$ cat src/rtl/cpu_control_fsm.sv
// cpu_control_fsm
//   Fetch / decode / execute sequencer for the 16-bit core. It drives every
//   control of the 8-entry register file (r0 is the PC), the write-data
//   source mux, the external ALU opcode, the LDI immediate and the memory
//   request handshake. Memory is always addressed by the register file read
//   port, so addressing is steered through src_sel.
//
// Ports
//   clk        rising-edge clock
//   rst        asynchronous, active-low reset
//   mem_req    memory request, held until mem_ready
//   mem_we     1 = write (ST), valid with mem_req
//   mem_ready  memory completes the request this cycle (read data valid)
//   mem_rdata  instruction or load data
//   src_sel    register file source / address select
//   dst_sel    register file destination select
//   in_en      register file write enable
//   out_en     register file output enable (address/data drive)
//   pc_inc     increment r0 this cycle
//   in_sel     write-data mux: 0 ALU, 1 mem_rdata, 2 imm
//   alu_op     0 PASS_SRC, 1 ADD, 2 SUB, 3 AND, 4 OR, 5 XOR
//   imm        sign-extended ir[8:0]
//   halted     core stopped by HLT
//   illegal    one-cycle pulse on an undefined opcode
module cpu_control_fsm #(
  parameter int DATA_W = 16,
  parameter int IMM_W  = 9
) (
  input  logic              clk,
  input  logic              rst,
  output logic              mem_req,
  output logic              mem_we,
  input  logic              mem_ready,
  input  logic [DATA_W-1:0] mem_rdata,
  output logic [2:0]        src_sel,
  output logic [2:0]        dst_sel,
  output logic              in_en,
  output logic              out_en,
  output logic              pc_inc,
  output logic [1:0]        in_sel,
  output logic [2:0]        alu_op,
  output logic [DATA_W-1:0] imm,
  output logic              halted,
  output logic              illegal
);

  typedef enum logic [2:0] {
    S_RESET,
    S_FETCH,
    S_DECODE,
    S_EXEC,
    S_MEM,
    S_HALT
  } state_t;

  localparam logic [3:0] OP_NOP = 4'h0;
  localparam logic [3:0] OP_MOV = 4'h1;
  localparam logic [3:0] OP_ADD = 4'h2;
  localparam logic [3:0] OP_SUB = 4'h3;
  localparam logic [3:0] OP_AND = 4'h4;
  localparam logic [3:0] OP_OR  = 4'h5;
  localparam logic [3:0] OP_XOR = 4'h6;
  localparam logic [3:0] OP_LDI = 4'h7;
  localparam logic [3:0] OP_LD  = 4'h8;
  localparam logic [3:0] OP_ST  = 4'h9;
  localparam logic [3:0] OP_HLT = 4'hF;

  state_t            state_reg, state_next;
  logic [DATA_W-1:0] ir_reg, ir_next;

  logic [3:0]        op;
  logic [2:0]        dst_f;
  logic [2:0]        src_f;
  logic [DATA_W-1:0] imm_ext;
  logic [2:0]        alu_dec;

  assign op      = ir_reg[15:12];
  assign dst_f   = ir_reg[11:9];
  assign src_f   = ir_reg[8:6];
  assign imm_ext = {{(DATA_W-IMM_W){ir_reg[IMM_W-1]}}, ir_reg[IMM_W-1:0]};

  // MOV maps onto PASS_SRC (0); non-ALU opcodes also leave the ALU at 0.
  always_comb begin
    alu_dec = 3'd0;
    case (op)
      OP_ADD:  alu_dec = 3'd1;
      OP_SUB:  alu_dec = 3'd2;
      OP_AND:  alu_dec = 3'd3;
      OP_OR:   alu_dec = 3'd4;
      OP_XOR:  alu_dec = 3'd5;
      default: alu_dec = 3'd0;
    endcase
  end

  // Reset acts on the state register directly, so every output (notably
  // mem_req) falls the moment rst goes low, even mid-wait.
  always_ff @(posedge clk or negedge rst) begin
    if (!rst) begin
      state_reg <= S_RESET;
      ir_reg    <= '0;
    end else begin
      state_reg <= state_next;
      ir_reg    <= ir_next;
    end
  end

  always_comb begin
    state_next = state_reg;
    ir_next    = ir_reg;
    mem_req    = 1'b0;
    mem_we     = 1'b0;
    src_sel    = 3'd0;
    dst_sel    = 3'd0;
    in_en      = 1'b0;
    out_en     = 1'b0;
    pc_inc     = 1'b0;
    in_sel     = 2'd0;
    alu_op     = 3'd0;
    imm        = '0;
    halted     = 1'b0;
    illegal    = 1'b0;

    case (state_reg)
      S_RESET: begin
        state_next = S_FETCH;
      end

      // Address comes from r0 (src_sel=0). The PC only advances in the
      // completing cycle, so a jump written in EXEC/MEM is fetched as-is.
      S_FETCH: begin
        mem_req = 1'b1;
        out_en  = 1'b1;
        if (mem_ready) begin
          pc_inc     = 1'b1;
          ir_next    = mem_rdata;
          state_next = S_DECODE;
        end
      end

      S_DECODE: begin
        src_sel = src_f;
        dst_sel = dst_f;
        alu_op  = alu_dec;
        imm     = imm_ext;
        if (op == OP_HLT) begin
          state_next = S_HALT;
        end else if (op == OP_LD || op == OP_ST) begin
          state_next = S_MEM;
        end else begin
          state_next = S_EXEC;
        end
      end

      S_EXEC: begin
        src_sel    = src_f;
        dst_sel    = dst_f;
        alu_op     = alu_dec;
        imm        = imm_ext;
        state_next = S_FETCH;
        case (op)
          OP_MOV, OP_ADD, OP_SUB, OP_AND, OP_OR, OP_XOR: begin
            in_en  = 1'b1;
            in_sel = 2'd0;
          end
          OP_LDI: begin
            in_en  = 1'b1;
            in_sel = 2'd2;
          end
          OP_NOP: begin
          end
          // Only A-E can reach here besides the cases above.
          default: illegal = 1'b1;
        endcase
      end

      S_MEM: begin
        mem_req = 1'b1;
        mem_we  = (op == OP_ST);
        src_sel = src_f;
        dst_sel = dst_f;
        out_en  = 1'b1;
        if (mem_ready) begin
          if (op == OP_LD) begin
            in_en  = 1'b1;
            in_sel = 2'd1;
          end
          state_next = S_FETCH;
        end
      end

      S_HALT: begin
        halted = 1'b1;
      end

      default: state_next = S_RESET;
    endcase
  end

endmodule

$ cat config.mk
export PLATFORM = sky130hd
export DESIGN_NAME = cpu_control_fsm
export DESIGN_NICKNAME = d
export VERILOG_FILES = /design/src/rtl/cpu_control_fsm.sv
export SDC_FILE = /design/constraint.sdc
export NUM_CORES = 1
export LEC_CHECK = 0
export BUFFER_PORTS_ARGS = -buffer_cell sky130_fd_sc_hd__buf_2
export CAP_MARGIN = 30
export CORE_ASPECT_RATIO = 1.4
export CORE_MARGIN = 2
export CORE_UTILIZATION = 45
export DETAILED_ROUTE_END_ITERATION = 12
export PLACE_DENSITY = 0.86
export SYNTH_ARGS = -nofsm -noshare
export SYNTH_HDL_FRONTEND = slang
export SYNTH_SLANG_ARGS = --single-unit
$ cat constraint.sdc
create_clock -name clk -period 4.82 [get_ports clk]
set_clock_uncertainty 0.05 [all_clocks]
set_input_delay 0.964 -clock clk [delete_from_list [all_inputs] [get_ports clk]]
set_output_delay 0.964 -clock clk [all_outputs]
set_load 0.01 [all_outputs]
==> results of run 1 <==
==> stage by stage <==
stage | util | hold slack (ns) | setup WS, ns | instance area, µm² | total power [µW]
final | 0.563 | 0.467 | 1.74 | 1360 | 854
after global routing | 0.563 | 0.483 | 1.54 | 1360 | 917
after CTS | 0.563 | 0.468 | 1.71 | 1360 | 862
after detailed placement | 0.552 | 0.440 | 2.04 | 1330 | 784
after global placement | 0.552 | 0.436 | 2.07 | 1330 | 766
after floorplan | - | 0.422 | 2.36 | 1150 | 695
==> worst max-delay path by stage <==
stage | cells after the start | startpoint | endpoint
floorplan | 3 | mem_ready | pc_inc
global placement | 4 | mem_ready | pc_inc
detailed placement | 4 | mem_ready | pc_inc
CTS | 4 | state_reg[1] | src_sel[0]
global route | 4 | state_reg[1] | src_sel[2]
finish | 4 | state_reg[1] | src_sel[0]
==> cells in the final DEF, fill, tap and decap left out <==
cell type / Yosys / routed
mux2_4: 7 / 7
o21a_1: 1 / 1
and2b_2: 1 / 1
buf_4: 8 / 1
nor4_1: 1 / 1
and3_2: 1 / 1
and4_2: 1 / 1
mux2_2: 9 / 9
and4b_1: 1 / 1
nor2_1: 5 / 5
nor3_1: 1 / 1
o311ai_0: 1 / 1
nor2b_1: 8 / 8
xnor2_1: 1 / 1
clkbuf_4: 0 / 3
nand2b_1: 3 / 3
buf_2: 0 / 52
nor3b_1: 4 / 4
and3_1: 2 / 2
o32ai_1: 1 / 1
xor2_1: 1 / 1
clkinv_2: 0 / 1
inv_4: 1 / 1
a21oi_1: 1 / 1
dfrtp_1: 19 / 19
and2_1: 10 / 10
a311oi_1: 1 / 1
a31oi_1: 1 / 1
a31o_2: 1 / 1
nor4b_4: 1 / 1
==> routing by layer <==
| metal | up-vias | track usage | wire [µm] | part of all wire |
|---|---|---|---|---|
| met5 | - | 0 | 0 | 0 |
| met1 | 423 | 0.179 | 905 | 0.40 |
| li1 | 418 | - | - | - |
| met4 | 0 | 0.0972 | 17 | 0.0075 |
| met2 | 29 | 0.262 | 1270 | 0.56 |
| met3 | 2 | 0.0113 | 76 | 0.034 |
==> power breakdown <==
group	total (µW)	internal [µW]	switching, µW	leakage [µW]
Combinational	455	244	212	0.000470
Clock	75.2	30.9	44.3	0.0000177
Sequential	323	238	85.6	0.000224
==> synth_stat cells (all sizes together) <==
library cell   n  area [µm²]
clkbuf         5        21.3
and3           3        20.0
xnor2          1        8.76
a31oi          1        6.26
xor2           1        8.76
nand2b         3        18.8
o32ai          1        8.76
inv            1        6.26
dfrtp         19         475
buf           11         103
nor2b          8        50.1
nor3b          4        30.0
nor4           1        6.26
nor3           1        5.00
o21a           1        7.51
and2b          1        8.76
a311oi         1        8.76
o311ai         1        8.76
a21oi          1        5.00
a31o           1        8.76
nor4b          1        23.8
and4           1        10.0
and4b          1        10.0
mux2          16         206
nor2           5        18.8
and2          10        62.6
==> cell families (layout without fill, tap and decap cells) <==
kind of cell    after synthesis  in the layout  synth area share
buf+inv                      17             58             0.113
simple gates                 39             39             0.230
compound gates                7              7            0.0469
xor+xnor                      2              2            0.0153
mux                          16             16             0.180
flops                        19             19             0.414
==> cell type report <==
| cell class | instances | share of cell area |
|---|---|---|
| multi-input cells | 64 | 0.398 |
| flip-flops and latches | 19 | 0.349 |
| repair buffers | 53 | 0.197 |
| well taps | 34 | 0.0312 |
| clock buffers | 3 | 0.0165 |
| inverters | 1 | 0.00460 |
| clock inverters | 1 | 0.00368 |
==> worst max-delay path: stages, from the launching register on <==
cell and delay [ns]:
dfrtp_1 0.52, nor2b_1 0.64, nor2_1 0.28, nor2b_1 0.19, buf_2 0.15
==> key figures, run 1 <==
Cells and area
  – Max reg flops: 16
  – Register area: 475 µm²
  – Non-filler instance count after layout: 175
  – Fillers: 227
  – P&R area growth vs syn: 18.6%
  – Number of diodes: 0
  – Area occupied by multi-input gates: 542 µm²
  – Nets: 161
  – Layout cell share with drive strength beyond 1: 0.560

GRT
  – Largest net degree at the start of global routing: 20
  – GRT overflow: 0
  – GRT Total Usage: 0.155
  – Vias in the first global route: 805
  – Global-route wire length before repair: 3410 µm
  – Antenna violations before repair: 0

Die
  – # rows: 21
  – Die width: 46.7 µm
  – CORE AREA: 2420 µm²
  – Total Die Area: 2980 µm²
  – # IOs: 53
  – Die Ht: 63.7 µm
  – Starting Density: 0.475

Clocking
  – CTS tree: yes
  – Clock sink count: 19
  – # H-tree levels: 1
  – Clock Latency Late Sink: 0.29 ns
  – Post_cts resized: 0
  – Longest Clk Path Bufs: 2
  – Root buffer cell: clkbuf_4
  – Cts hold-fix bufs: 0
  – Num CTS Buffers: 3
  – Worst-path clk slew: 0.10 ns
  – Post-CTS Setup Repair Bufs: 0

Logic synthesis
  – Sequential area share after synthesis: 0.414
  – Post-Syn Area: 1150 µm²
  – Synth Register Bits: 19
  – Synthesized instance count: 100
  – Syn_nets: 119
  – Yosys Warn Count: 0
  – Mean Syn Cell Area: 11.5 µm²
  – Synth cell types: 31

Routing
  – DRC viols: 0
  – Post-DRT Antenna Nets: 0
  – Routed Wire Length: 2260 µm
  – Vias/cell: 4.98
  – Pre-antenna DRT Iters: 4
  – Routed WL per cell: 12.9 µm
  – Via count: 872
  – Initial DRC Count: 22

Hold path
  – Hold Crit Endpoint: ir_reg[2]
  – Min-Delay Path Class: flip-flop to flip-flop
  – Hold path start: ir_reg[2]
  – Hold Crit Depth: 1

STA
  – Max Fclk: 325 MHz
  – Final Max Slew Viols: 0
  – Setup TNS: 0 ns
  – RSZ-0062 raised after global routing: false
  – Actual slew at the worst max-slew pin: 0.717 ns
  – Endpoints failing setup: 0
  – Final worst-path cycle share: 0.638
  – Min Clock Period, post-route: 3.08 ns
  – Final hold violations: 0
  – Slew margin rel.: 0.521

Place
  – Placed cells: 171
  – Routability cong.: 0.801
  – Hpwl dp: 1740 µm
  – IO Port Bufs: 52

Power
  – Worst VDD drop: 272 µV
  – Pwr dens: 627 nW/µm²
  – Leak: 0.000712 µW

Run status
  – Outcome: complete, no violations

Worst setup path
  – Critical Path Sink Type: output port
  – Worst EP required: 3.81 ns
  – Worst EP arrival: 2.06 ns
  – Crit-path max FO: 12
  – Worst Reg-to-Reg Cells: 4
  – R2r setup slk: 3.09 ns
  – Critical path type: flip-flop to output port
  – Worst r2r src: state_reg[0]
  – Startpoint Class: flip-flop
  – Reg2Reg Capture Point: ir_reg[14]

Run
  – MaxCap Viol Count: 0
Power figures use the tool's default switching activity.
==> run 2, diff against run 1 <==
- clock period: 4.82 -> 3.1 ns (I/O delays scaled with it)
==> key figures, run 2 (synthesized netlist as in run 1, its figures left out) <==
Cells and area
  – P&R area growth vs syn: 18.6% (unchanged)
  – Max reg flops: 16 (unchanged)
  – Finished Core Util: 0.563 (unchanged)
  – Nets: 161 (unchanged)
  – Most common cell after layout, fill and taps aside: buf_2 (unchanged)
  – Fillers: 228 (was 227)
  – Commonest non-fill, non-tap cells in the layout: 52 x buf_2, 19 x dfrtp_1, 10 x and2_1, 9 x mux2_2, 8 x nor2b_1 (unchanged)
  – Register area: 475 µm² (unchanged)
  – Number of diodes: 0 (unchanged)
  – Layout cell share with drive strength beyond 1: 0.560 (unchanged)
  – Area occupied by multi-input gates: 542 µm² (unchanged)

Worst setup path
  – Critical path type: flip-flop to output port (unchanged)
  – Setup crit end: src_sel[0] (unchanged)
  – Cell mode on critical path: nor2b_1 (unchanged)
  – R2r setup slk: 1.28 ns (was 3.09 ns)
  – Critical Path Sink Type: output port (unchanged)
  – Worst path slowest cell: nor2b_1 (unchanged)
  – Worst Reg-to-Reg Cells: 4 (unchanged)
  – Worst r2r src: state_reg[0] (unchanged)
  – Cell-by-cell trace of the critical path: nor2b_1, nor2_1, nor2b_1, buf_2 (unchanged)
  – Critical path launch point: state_reg[1] (unchanged)
  – Worst EP arrival: 1.89 ns (was 2.06 ns)
  – Startpoint Class: flip-flop (unchanged)
  – Crit path buffers/inverters: 1 (unchanged)
  – Reg2Reg Capture Point: ir_reg[7] (was ir_reg[14])
  – Top delay family on crit path: simple AND/OR/NAND/NOR gates (unchanged)
  – Critical path's largest stage delay: 0.53 ns (was 0.64 ns)
  – Crit-path max FO: 12 (unchanged)
  – Worst EP required: 2.43 ns (was 3.81 ns)
  – Critical path depth: 4 (unchanged)

STA
  – Slew margin rel.: 0.619 (was 0.521)
  – Setup TNS: 0 ns (unchanged)
  – Final hold violations: 0 (unchanged)
  – Final worst-path cycle share: 0.827
  – Final Max Slew Viols: 0 (unchanged)
  – Max Fclk: 390 MHz
  – RSZ-0062 raised after global routing: false (unchanged)
  – Setup ws final: 0.536 ns (was 1.74 ns)
  – Endpoints failing setup: 0 (unchanged)
  – Actual slew at the worst max-slew pin: 0.571 ns (was 0.717 ns)
  – Min Clock Period, post-route: 2.56 ns

Clocking
  – # H-tree levels: 1 (unchanged)
  – Post-CTS Setup Repair Bufs: 0 (unchanged)
  – Clock sink count: 19 (unchanged)
  – Longest Clk Path Bufs: 2 (unchanged)
  – Worst-path clk slew: 0.11 ns (was 0.10 ns)
  – Num CTS Buffers: 3 (unchanged)
  – Post_cts resized: 0 (unchanged)
  – Root buffer cell: clkbuf_4 (unchanged)
  – Cts hold-fix bufs: 0 (unchanged)
  – CTS tree: yes (unchanged)
  – Clock Latency Late Sink: 0.29 ns (about the same)

Routing
  – Initial DRC Count: 3 (was 22)
  – Pre-antenna DRT Iters: 3 (was 4)
  – Routed Wire Length: 2340 µm (was 2260 µm)
  – Via count: 865 (was 872)
  – Post-DRT Antenna Nets: 0 (unchanged)
  – Vias/cell: 4.94 (was 4.98)
  – DRC viols: 0 (unchanged)
  – Routed WL per cell: 13.4 µm (was 12.9 µm)

Run status
  – Outcome: complete, no violations (unchanged)

GRT
  – GRT overflow: 0 (unchanged)
  – Vias in the first global route: 875 (was 805)
  – GRT Total Usage: 0.170 (was 0.155)
  – Antenna violations before repair: 0 (unchanged)
  – Largest net degree at the start of global routing: 20 (unchanged)
  – Global-route wire length before repair: 3730 µm (was 3410 µm)

Power
  – Leak: 0.000712 µW (unchanged)
  – Pwr dens: 981 nW/µm² (was 627 nW/µm²)
  – Worst VDD drop: 537 µV (was 272 µV)

Die
  – Total Die Area: 2980 µm² (unchanged)
  – Die width: 46.7 µm (unchanged)
  – Die Ht: 63.7 µm (unchanged)
  – # IOs: 53 (unchanged)
  – # rows: 21 (unchanged)
  – Starting Density: 0.475 (unchanged)
  – CORE AREA: 2420 µm² (unchanged)

Place
  – Routability cong.: 0.775 (was 0.801)
  – IO Port Bufs: 52 (unchanged)
  – Hpwl dp: 1870 µm (was 1740 µm)
  – Place WS: 0.851 ns (was 2.04 ns)

Run
  – MaxCap Viol Count: 0 (unchanged)

Hold path
  – Min-Delay Path Class: primary input to async pin (was flip-flop to flip-flop)
run 2: cell counts in the layout (fill, tap and decap cells not counted):
No cell type changed its count.
run 2: routing by layer:
metal / part of all wire / wire length, µm / up-vias / global-route usage
li1: - / - / 419 / -
met1: 0.41 / 956 / 412 / 0.194
met2: 0.53 / 1250 / 28 / 0.286
met3: 0.034 / 80 / 6 / 0.0282
met4: 0.023 / 55 / 0 / 0.0903
met5: 0 / 0 / - / 0
run 2: how the worst min path moves through the flow:
| stage | end | slack, ns | depth (start not counted) |
|---|---|---|---|
| detailed placement | ir_reg[0] | 0.44 | 1 |
| global placement | ir_reg[0] | 0.43 | 1 |
| finish | ir_reg[4] | 0.19 | 1 |
| global route | state_reg[1] | 0.21 | 1 |
| floorplan | ir_reg[0] | 0.27 | 0 |
| CTS | ir_reg[11] | 0.20 | 1 |
run 2: worst reg2reg max path: stages (launching register included):
cell	delay, ns
dfrtp_1	0.55
inv_4	0.08
nor4b_4	0.32
buf_4	0.34
mux2_2	0.38
run 2: power by group:
part	switching (µW)	internal, µW
Sequential	134	369
Clock	75.8	48.0
Combinational	330	379
Total	540	796
run 2: layout make-up:
class                   instances  share of cell area
clock buffers                   3              0.0165
inverters                       1             0.00460
flip-flops and latches         19               0.349
well taps                      34              0.0312
clock inverters                 1             0.00368
repair buffers                 53               0.197
multi-input cells              64               0.398
run 2: through the flow:
stage               std cells  hold slack, ns  power [µW]  instance area [µm²]
floorplan                 100           0.274        1080                 1150
global placement          171           0.433        1190                 1330
detailed placement        171           0.438        1220                 1330
CTS                       175           0.198        1350                 1360
global route              175           0.207        1430                 1360
finish                    175           0.192        1340                 1360
